[src/rtl/bk_pkg.sv]
// Shared constants, FSM state type and the A/B bit-interleave helper for the operand packer.
package bk_pkg;
    localparam int OPW_DEF   = 12;
    localparam int NW_DEF    = 4;
    localparam int BEATS_DEF = 2 * OPW_DEF / NW_DEF;
    localparam int OPW_MAX   = 64;

    typedef enum logic [1:0] {IDLE, LOAD_A, LOAD_B} state_t;

    // Fixed max width so the helper can live in the package; callers cast to their width.
    function automatic logic [2*OPW_MAX-1:0] interleave(input logic [OPW_MAX-1:0] a,
                                                        input logic [OPW_MAX-1:0] b);
        logic [2*OPW_MAX-1:0] p;
        p = '0;
        for (int i = 0; i < OPW_MAX; i++) begin
            p[2*i]   = a[i];
            p[2*i+1] = b[i];
        end
        return p;
    endfunction
endpackage

[src/rtl/bk_operand_packer_if.sv]
// Beat input / packed-pair output bundle for bk_operand_packer.
interface bk_operand_packer_if
    import bk_pkg::*;
#(
    parameter int OPW = OPW_DEF,
    parameter int NW  = NW_DEF
);
    logic            in_valid;
    logic            in_ready;
    logic            in_sof;
    logic [NW-1:0]   in_data;
    logic            out_valid;
    logic            out_ready;
    logic [2*OPW-1:0] out_pair;
    logic            frame_err;

    modport master (output in_valid, in_sof, in_data, out_ready,
                    input  in_ready, out_valid, out_pair, frame_err);
    modport slave  (input  in_valid, in_sof, in_data, out_ready,
                    output in_ready, out_valid, out_pair, frame_err);
endinterface

[src/rtl/bk_pair_fifo.sv]
// Synchronous DEPTH-entry pair buffer; output comes straight from storage flops, no bypass.
module bk_pair_fifo
    import bk_pkg::*;
#(
    parameter int W     = 2 * OPW_DEF,
    parameter int DEPTH = 2
) (
    input  logic         clk,
    input  logic         rst,
    input  logic         push,
    input  logic [W-1:0] push_data,
    input  logic         pop,
    output logic         full,
    output logic         out_valid,
    output logic [W-1:0] out_data
);
    localparam int AW = $clog2(DEPTH);

    logic [W-1:0]  mem [DEPTH];
    logic [AW-1:0] wr_ptr, rd_ptr;
    logic [AW:0]   count;
    logic          do_push, do_pop;

    assign do_pop    = pop && (count != '0);
    // A full buffer still accepts when the head leaves in the same cycle.
    assign do_push   = push && (!full || do_pop);
    assign full      = (count == (AW+1)'(DEPTH));
    assign out_valid = (count != '0);
    assign out_data  = mem[rd_ptr];

    always_ff @(posedge clk) begin
        if (rst) begin
            wr_ptr <= '0;
            rd_ptr <= '0;
            count  <= '0;
            for (int i = 0; i < DEPTH; i++) mem[i] <= '0;
        end else begin
            if (do_push) begin
                mem[wr_ptr] <= push_data;
                wr_ptr      <= wr_ptr + AW'(1);
            end
            if (do_pop) rd_ptr <= rd_ptr + AW'(1);
            count <= count + (AW+1)'(do_push) - (AW+1)'(do_pop);
        end
    end
endmodule

[src/rtl/bk_operand_packer.sv]
// Packs NW-bit beats into an interleaved A/B operand pair and buffers it for the adder stage.
// Optional BK_PACKER_ERRCNT_EN adds a saturating 8-bit framing-error counter output.
module bk_operand_packer
    import bk_pkg::*;
#(
    parameter int OPW   = OPW_DEF,
    parameter int NW    = NW_DEF,
    parameter int DEPTH = 2
) (
    input logic clk,
    input logic rst,
    bk_operand_packer_if.slave bus
`ifdef BK_PACKER_ERRCNT_EN
    ,
    output logic [7:0] err_count
`endif
);
    localparam int BEATS   = 2 * OPW / NW;
    localparam int BEATS_A = OPW / NW;
    localparam int CW      = $clog2(BEATS);
    localparam int PW      = 2 * OPW;

    state_t        state, state_nxt;
    logic [CW-1:0] beat, beat_nxt;
    logic [PW-1:0] sr, sr_shift, pair;
    logic          accept, last_beat, push, pop, fifo_full, fe_nxt, fe_q;

    // LSB-nibble-first shift: after BEATS shifts A sits low, B high, and stale bits are gone.
    assign sr_shift  = {bus.in_data, sr[PW-1:NW]};
    assign pair      = PW'(interleave(OPW_MAX'(sr_shift[OPW-1:0]), OPW_MAX'(sr_shift[PW-1:OPW])));
    assign last_beat = (state == LOAD_B) && (beat == CW'(BEATS-1));
    assign pop       = bus.out_valid && bus.out_ready;
    assign bus.in_ready = !(last_beat && fifo_full && !bus.out_ready);
    assign accept    = bus.in_valid && bus.in_ready;
    assign bus.frame_err = fe_q;

    always_comb begin
        state_nxt = state;
        beat_nxt  = beat;
        push      = 1'b0;
        fe_nxt    = 1'b0;
        if (accept) begin
            if (bus.in_sof) begin
                fe_nxt    = (state != IDLE);
                beat_nxt  = CW'(1);
                state_nxt = (BEATS_A > 1) ? LOAD_A : LOAD_B;
            end else if (state == IDLE) begin
                fe_nxt = 1'b1;
            end else if (last_beat) begin
                push      = 1'b1;
                beat_nxt  = '0;
                state_nxt = IDLE;
            end else begin
                beat_nxt  = beat + CW'(1);
                state_nxt = (int'(beat) + 1 < BEATS_A) ? LOAD_A : LOAD_B;
            end
        end
    end

    always_ff @(posedge clk) begin
        if (rst) begin
            state <= IDLE;
            beat  <= '0;
            sr    <= '0;
            fe_q  <= 1'b0;
        end else begin
            state <= state_nxt;
            beat  <= beat_nxt;
            fe_q  <= fe_nxt;
            if (accept) sr <= sr_shift;
        end
    end

`ifdef BK_PACKER_ERRCNT_EN
    always_ff @(posedge clk) begin
        if (rst)                           err_count <= '0;
        else if (fe_nxt && err_count != 8'hFF) err_count <= err_count + 8'd1;
    end
`endif

    bk_pair_fifo #(.W(PW), .DEPTH(DEPTH)) u_fifo (
        .clk      (clk),
        .rst      (rst),
        .push     (push),
        .push_data(pair),
        .pop      (pop),
        .full     (fifo_full),
        .out_valid(bus.out_valid),
        .out_data (bus.out_pair)
    );
endmodule

[src/flat_wrapper.sv]
// flat-port wrapper written by rule: the top's interface ports become plain ports
module bk_operand_packer_flat import bk_pkg::*;
#(
    parameter int OPW   = OPW_DEF,
    parameter int NW    = NW_DEF,
    parameter int DEPTH = 2
)
  (clk, rst, bus_in_valid, bus_in_sof, bus_in_data, bus_out_ready, bus_in_ready, bus_out_valid, bus_out_pair, bus_frame_err);
  bk_operand_packer_if #(.OPW(OPW), .NW(NW)) bus_i ();
  input logic clk;
  input logic rst;
  input wire logic [$bits(bus_i.in_valid)-1:0] bus_in_valid;
  input wire logic [$bits(bus_i.in_sof)-1:0] bus_in_sof;
  input wire logic [$bits(bus_i.in_data)-1:0] bus_in_data;
  input wire logic [$bits(bus_i.out_ready)-1:0] bus_out_ready;
  output wire logic [$bits(bus_i.in_ready)-1:0] bus_in_ready;
  output wire logic [$bits(bus_i.out_valid)-1:0] bus_out_valid;
  output wire logic [$bits(bus_i.out_pair)-1:0] bus_out_pair;
  output wire logic [$bits(bus_i.frame_err)-1:0] bus_frame_err;
  assign bus_i.in_valid = bus_in_valid;
  assign bus_i.in_sof = bus_in_sof;
  assign bus_i.in_data = bus_in_data;
  assign bus_i.out_ready = bus_out_ready;
  assign bus_in_ready = bus_i.in_ready;
  assign bus_out_valid = bus_i.out_valid;
  assign bus_out_pair = bus_i.out_pair;
  assign bus_frame_err = bus_i.frame_err;
  bk_operand_packer #(.OPW(OPW), .NW(NW), .DEPTH(DEPTH)) u_core (.clk(clk), .rst(rst), .bus(bus_i));
endmodule
[config.mk]
export PLATFORM = sky130hd
export DESIGN_NAME = bk_operand_packer_flat
export DESIGN_NICKNAME = d
export VERILOG_FILES = /design/src/rtl/bk_pkg.sv /design/src/rtl/bk_operand_packer_if.sv /design/src/rtl/bk_pair_fifo.sv /design/src/rtl/bk_operand_packer.sv /design/src/flat_wrapper.sv
export SDC_FILE = /design/constraint.sdc
export NUM_CORES = 1
export LEC_CHECK = 0
export BUFFER_PORTS_ARGS = -buffer_cell sky130_fd_sc_hd__buf_2
export CAP_MARGIN = 20
export CORE_ASPECT_RATIO = 0.75
export CORE_MARGIN = 2
export CORE_UTILIZATION = 45
export DETAILED_ROUTE_END_ITERATION = 12
export HOLD_SLACK_MARGIN = 0.15
export SKIP_CTS_REPAIR_TIMING = 1
export SYNTH_ARGS = -nofsm -noshare
export SYNTH_HDL_FRONTEND = slang
export SYNTH_SLANG_ARGS = --single-unit
[constraint.sdc]
create_clock -name clk -period 9 [get_ports clk]
set_clock_uncertainty 0.15 [all_clocks]
set_input_delay 1.8 -clock clk [delete_from_list [all_inputs] [get_ports clk]]
set_output_delay 1.8 -clock clk [all_outputs]
set_load 0.01 [all_outputs]
== Yosys cells after proc, flatten, opt, wreduce, memory -nomap -nowiden ==
Memories as Yosys holds them, arrays and structs flattened. A register that Yosys moved wholly into a read port is not among the register bits.
Cells that the tools add are included.
W data, S select, Z words.

* Bits in registers: 34
* Memory bits (writable): 48
* Input bits: 9
* Logic and storage cells: 60
* Memories kept: 1

{| class="wikitable"
|+ Memories
! memory !! depth !! bits a word !! read ports !! clocked after memory_dff !! wr ports !! RTL line !! RTL
|-
| u_core.u_fifo.mem || 2 || 24 || 1 || 1 || 2 || bk_pair_fifo.sv:19 || <nowiki>logic [W-1:0] mem [DEPTH];</nowiki>
|}

* Add/subtract/negate cells: 6
* $lt $le $gt $ge: 1
* Eq/ne operators: 4
* Multiplexer cells: 23
* Bitwise logic cells: 1
* Reductions and logical operators: 17

{| class="wikitable"
|+ Operator list
! cell !! number
|-
| $lt A32 B3 Y1 const B || 1
|-
| $mux W24 || 1
|-
| $reduce_or A24 Y1 || 1
|-
| $mux W1 || 15
|-
| $mux W3 || 3
|-
| $mux W2 || 4
|-
| $logic_and A1 B1 Y1 || 7
|-
| $add A3 B1 Y4 const B || 1
|-
| $eq A2 B2 Y1 const B || 2
|-
| $reduce_bool A2 Y1 || 2
|-
| $add A3 B1 Y3 const B || 1
|-
| $eq A3 B3 Y1 const B || 1
|-
| $logic_not A1 Y1 || 3
|-
| $add A1 B1 Y1 const B || 2
|-
| $add A2 B1 Y2 || 1
|-
| $logic_not A2 Y1 || 1
|-
| $ne A2 B2 Y1 const B || 1
|-
| $reduce_and A2 Y1 || 1
|-
| $reduce_or A2 Y1 || 1
|-
| $sub A2 B1 Y2 || 1
|-
| $logic_or A1 B1 Y1 || 1
|-
| $not A1 Y1 || 1
|}

== Longest topological paths before layout ==
* Depth in word-level cells: 13
* Depth in mapped cells: 11

== Hierarchy ==
Synthesis repeated with hierarchy kept, for this count alone.

* Cell total of the unflattened synthesis: 270
* Area, all modules: 3493.4 um^2

{| class="wikitable"
|+ Modules (own cells, without submodules)
! module !! instances !! cells each !! area an instance (um^2)
|-
| bk_pair_fifo || 1 || 160 || 2386.0
|-
| bk_operand_packer || 1 || 110 || 1107.3
|}

== Worst setup path before layout ==
No wires, ideal clock.

* Path type: input port to flip-flop
* Start: input port bus_out_ready
* End: memory u_core.u_fifo.mem[0][0] in the netlist's numbering (enable)
* Library setup time: 0.438 ns
* Arrival: 4.267 ns
* Data required time: 8.412 ns
* Path slack: 4.144 ns
* Stages on the path: 4
* Path through: nor3b_1 > or4b_1 > buf_6 > o21ai_0

{| class="wikitable"
|+ RTL lines
! what !! RTL line !! RTL
|-
| start, declared || flat_wrapper.sv:15 || <nowiki>input wire logic [$bits(bus_i.out_ready)-1:0] bus_out_ready;</nowiki>
|-
| end, declared || bk_pair_fifo.sv:19 ||
|}

== Worst setup path after layout ==
* Start: input port bus_out_ready
* End: output port bus_in_ready

* Longest elaborated chain between the ends: 3

{| class="wikitable"
|+ RTL lines
! what !! RTL line !! RTL
|-
| $logic_not A1 Y1 || bk_operand_packer.sv:33 || <nowiki>assign bus.in_ready = !(last_beat && fifo_full && !bus.out_ready);</nowiki>
|-
| $logic_and A1 B1 Y1 || bk_operand_packer.sv:33 ||
|-
| $logic_not A1 Y1 || bk_operand_packer.sv:33 ||
|-
| end, declared || flat_wrapper.sv:16 || <nowiki>output wire logic [$bits(bus_i.in_ready)-1:0] bus_in_ready;</nowiki>
|}

Every way passes these cells.

==> results.cfg <==
[outcome]
outcome = finished, final reports clean

[timing]
slew_headroom_pct = 45.4
finalHoldViolCount = 0
fin_crit_sh_pct = 51.3
max_freq_mhz = 217
setup_viol = 0
setup_tns_ns = 0
rsz0062_at_grt = false
period_minus_slack_ns = 4.62
worst_pin_slew_ns = 0.816
slew_viol_final = 0

[cells_and_area]
syn2layout_area_growth_pct = 14.5
finish.net_count = 330
drive_gt1_share_pct = 26.3
fin_cells = 421
n_antenna_cell = 0
fin_util_pct = 53.0

[die]
ios = 36
dieWidth_um = 104
rows = 27
die_h_um = 79.0
start_util_pct = 46.3
core-area_um2 = 7300
die_area_um2 = 8220

[power]
pwr_density_cell_nw_per_um2 = 211
pwr-share-seq_pct = 50.0
p_clk_share_pct = 38.9
p_int_mw = 0.628
swShare_pct = 23.2
power.switching_mw = 0.189
pwr-share-comb_pct = 11.0
peakVddDrop_v = 0.0000875
p_leak_nw = 1.51

[synth]
synthesis.nets = 298
synthXorXnorAreaFrac_pct = 1.04
yosysTopAreaCell = edfxtp_1
synthMuxAreaShare_pct = 8.00
ys_seq_elements = 79
synth_compound_area_share_pct = 5.93
synth-seq-area-share_pct = 61.1
synth_enable_flop_cells = 48
synthFlopType = edfxtp_1
synth_top_area_share_pct = 42.7
ys_types = 36
syn_avg_cell_area_um2 = 11.9
synth_warnings = 0
yosys.area_share.simple_pct = 18.6
synth_area_leaders = edfxtp_1 43%, dfxtp_1 18%, and2_1 9.1%
synthAdderAreaFrac_pct = 2.22
synth_top_family_by_area = simple AND/OR/NAND/NOR gates
netlist_area_um2 = 3380
synthCells = 283
async_flop_share_pct = 0

[grt]
grt_pass1_wl_um = 10300
grt_pass1_vias = 1952
grt_max_degree = 35
grt.total_usage_pct = 16.4
gr-total-overflow = 0
antenna_found_initial = 0

[clock_tree]
cts_tree = built
clkTransAtPathRegs_ns = 0.08
cts_buffers = 9
clockRootBuffer = clkbuf_8
cts_sinks = 79
clock_path_buffers = 2
clkLatencyLatePin_ns = 0.35
cts_max_level = 3

[routing]
route.vias.total = 2069
postRouteAntennaNets = 0
vias_per_cell = 4.91
post_drt_wl_per_cell_um = 14.7
wirelength_um = 6170
dr.pass1.iters = 4
drc_errors = 0
drtIter0Drc = 109

[worst_setup_path]
arrival_ns = 2.67
cp-start-kind = input pin
cp_max_fo = 5
critPathKind = input pin to output port
required_ns = 7.05
worstSetupEndpointType = output port

[worst_hold_path]
hp-class = flip-flop to flip-flop

[place]
io_buffers = 35
gp_congestion = 0.725
dpl.cell_count = 405
hpwl_um = 3860

[run]
maxCapViolCount = 0
==> state kept, by name, summed over array words and instances, names as in the netlist, named ones only <==
register / count
u_core.u_fifo.rd_ptr: 1
u_core.u_fifo.wr_ptr: 1
u_core.bus.frame_err: 1
u_core.sr: 20
u_core.u_fifo.mem: 48
u_core.beat: 3
u_core.state: 2
u_core.u_fifo.count: 2
==> stage by stage <==
stage	hold WS (ns)	cell area [um^2]	setup slack, ns	total power [mW]
after floorplan	0.290	3380	4.14	0.476
after global placement	0.304	3610	4.42	0.505
after detailed placement	0.313	3620	4.37	0.509
after CTS	0.325	3870	4.39	0.826
after global routing	0.347	3870	4.25	0.852
final	0.320	3870	4.38	0.817
==> kinds of logic (layout without fill, tap and decap cells) <==
logic type,after synthesis,in the layout
xor+xnor,4,4
compound gates,34,34
buf+inv,22,59
mux,24,24
fa+ha+maj,6,6
simple gates,114,114
flops,79,79
==> power groups by stage <==
stage	sequential, mW	combinational, mW	clock, mW
finish	0.409	0.0902	0.318
global route	0.412	0.100	0.339
CTS	0.409	0.0921	0.325
detailed placement	0.417	0.0916	0
global placement	0.422	0.0831	0
floorplan	0.410	0.0662	0
==> cell type report <==
cell class                      count  area (um^2)
Fill cell                         662         3430
Sequential cell                    79         2060
Clock buffer                       10          128
Clock inverter                      6          115
Tap cell                          101          126
Timing Repair Buffer               38          205
Inverter                            5         18.8
Multi-Input combinational cell    182         1210
==> layer usage <==
metal / vias to the layer above / GRT usage (%) / share of wire (%)
met4: 0 / 3.65 / 0.70
met3: 5 / 6.65 / 4.2
met2: 35 / 24.1 / 43
met1: 987 / 23.0 / 53
met5: - / 0 / 0
li1: 1042 / - / -
==> worst max-delay path, stage by stage <==
cell and delay [ns]:
buf_2 0.10, nor3b_1 0.51, nand2_1 0.10, buf_2 0.15
==> worst paths after layout <==
kind | cells after the start | to | slack [ns] | startpoint
max | 4 | bus_in_ready | 4.38 | bus_out_ready
min | 2 | u_core.sr[5] | 0.32 | u_core.sr[5]
max reg2reg | 5 | u_core.u_fifo.mem[1][7] | 5.72 | u_core.beat[0]
min reg2reg | 2 | u_core.sr[5] | 0.32 | u_core.sr[5]
==> cell usage in the layout, fill, tap and decap left out, types with 2 or more instances in the layout <==
cell / count
nor2_1: 7
nor3b_1: 2
nand2_1: 41
inv_6: 2
mux2_2: 24
a21oi_1: 23
clkbuf_8: 9
ha_1: 6
dfxtp_1: 31
buf_4: 2
a211oi_1: 2
inv_1: 5
xnor2_1: 2
edfxtp_1: 48
bufinv_16: 3
nor3_1: 2
buf_2: 35
and2_1: 49
or2_2: 3
xor2_1: 2
==> cell usage after synthesis, drive strengths merged, types with 2 or more instances <==
cell	n
a211oi	2
a21oi	23
and2	49
buf	5
clkbuf	12
dfxtp	31
edfxtp	48
ha	6
inv	5
mux2	24
nand2	41
nor2	7
nor3	3
nor3b	3
o21ai	2
or2	3
xnor2	2
xor2	2
Note: power is estimated with default switching activity, not from simulation.
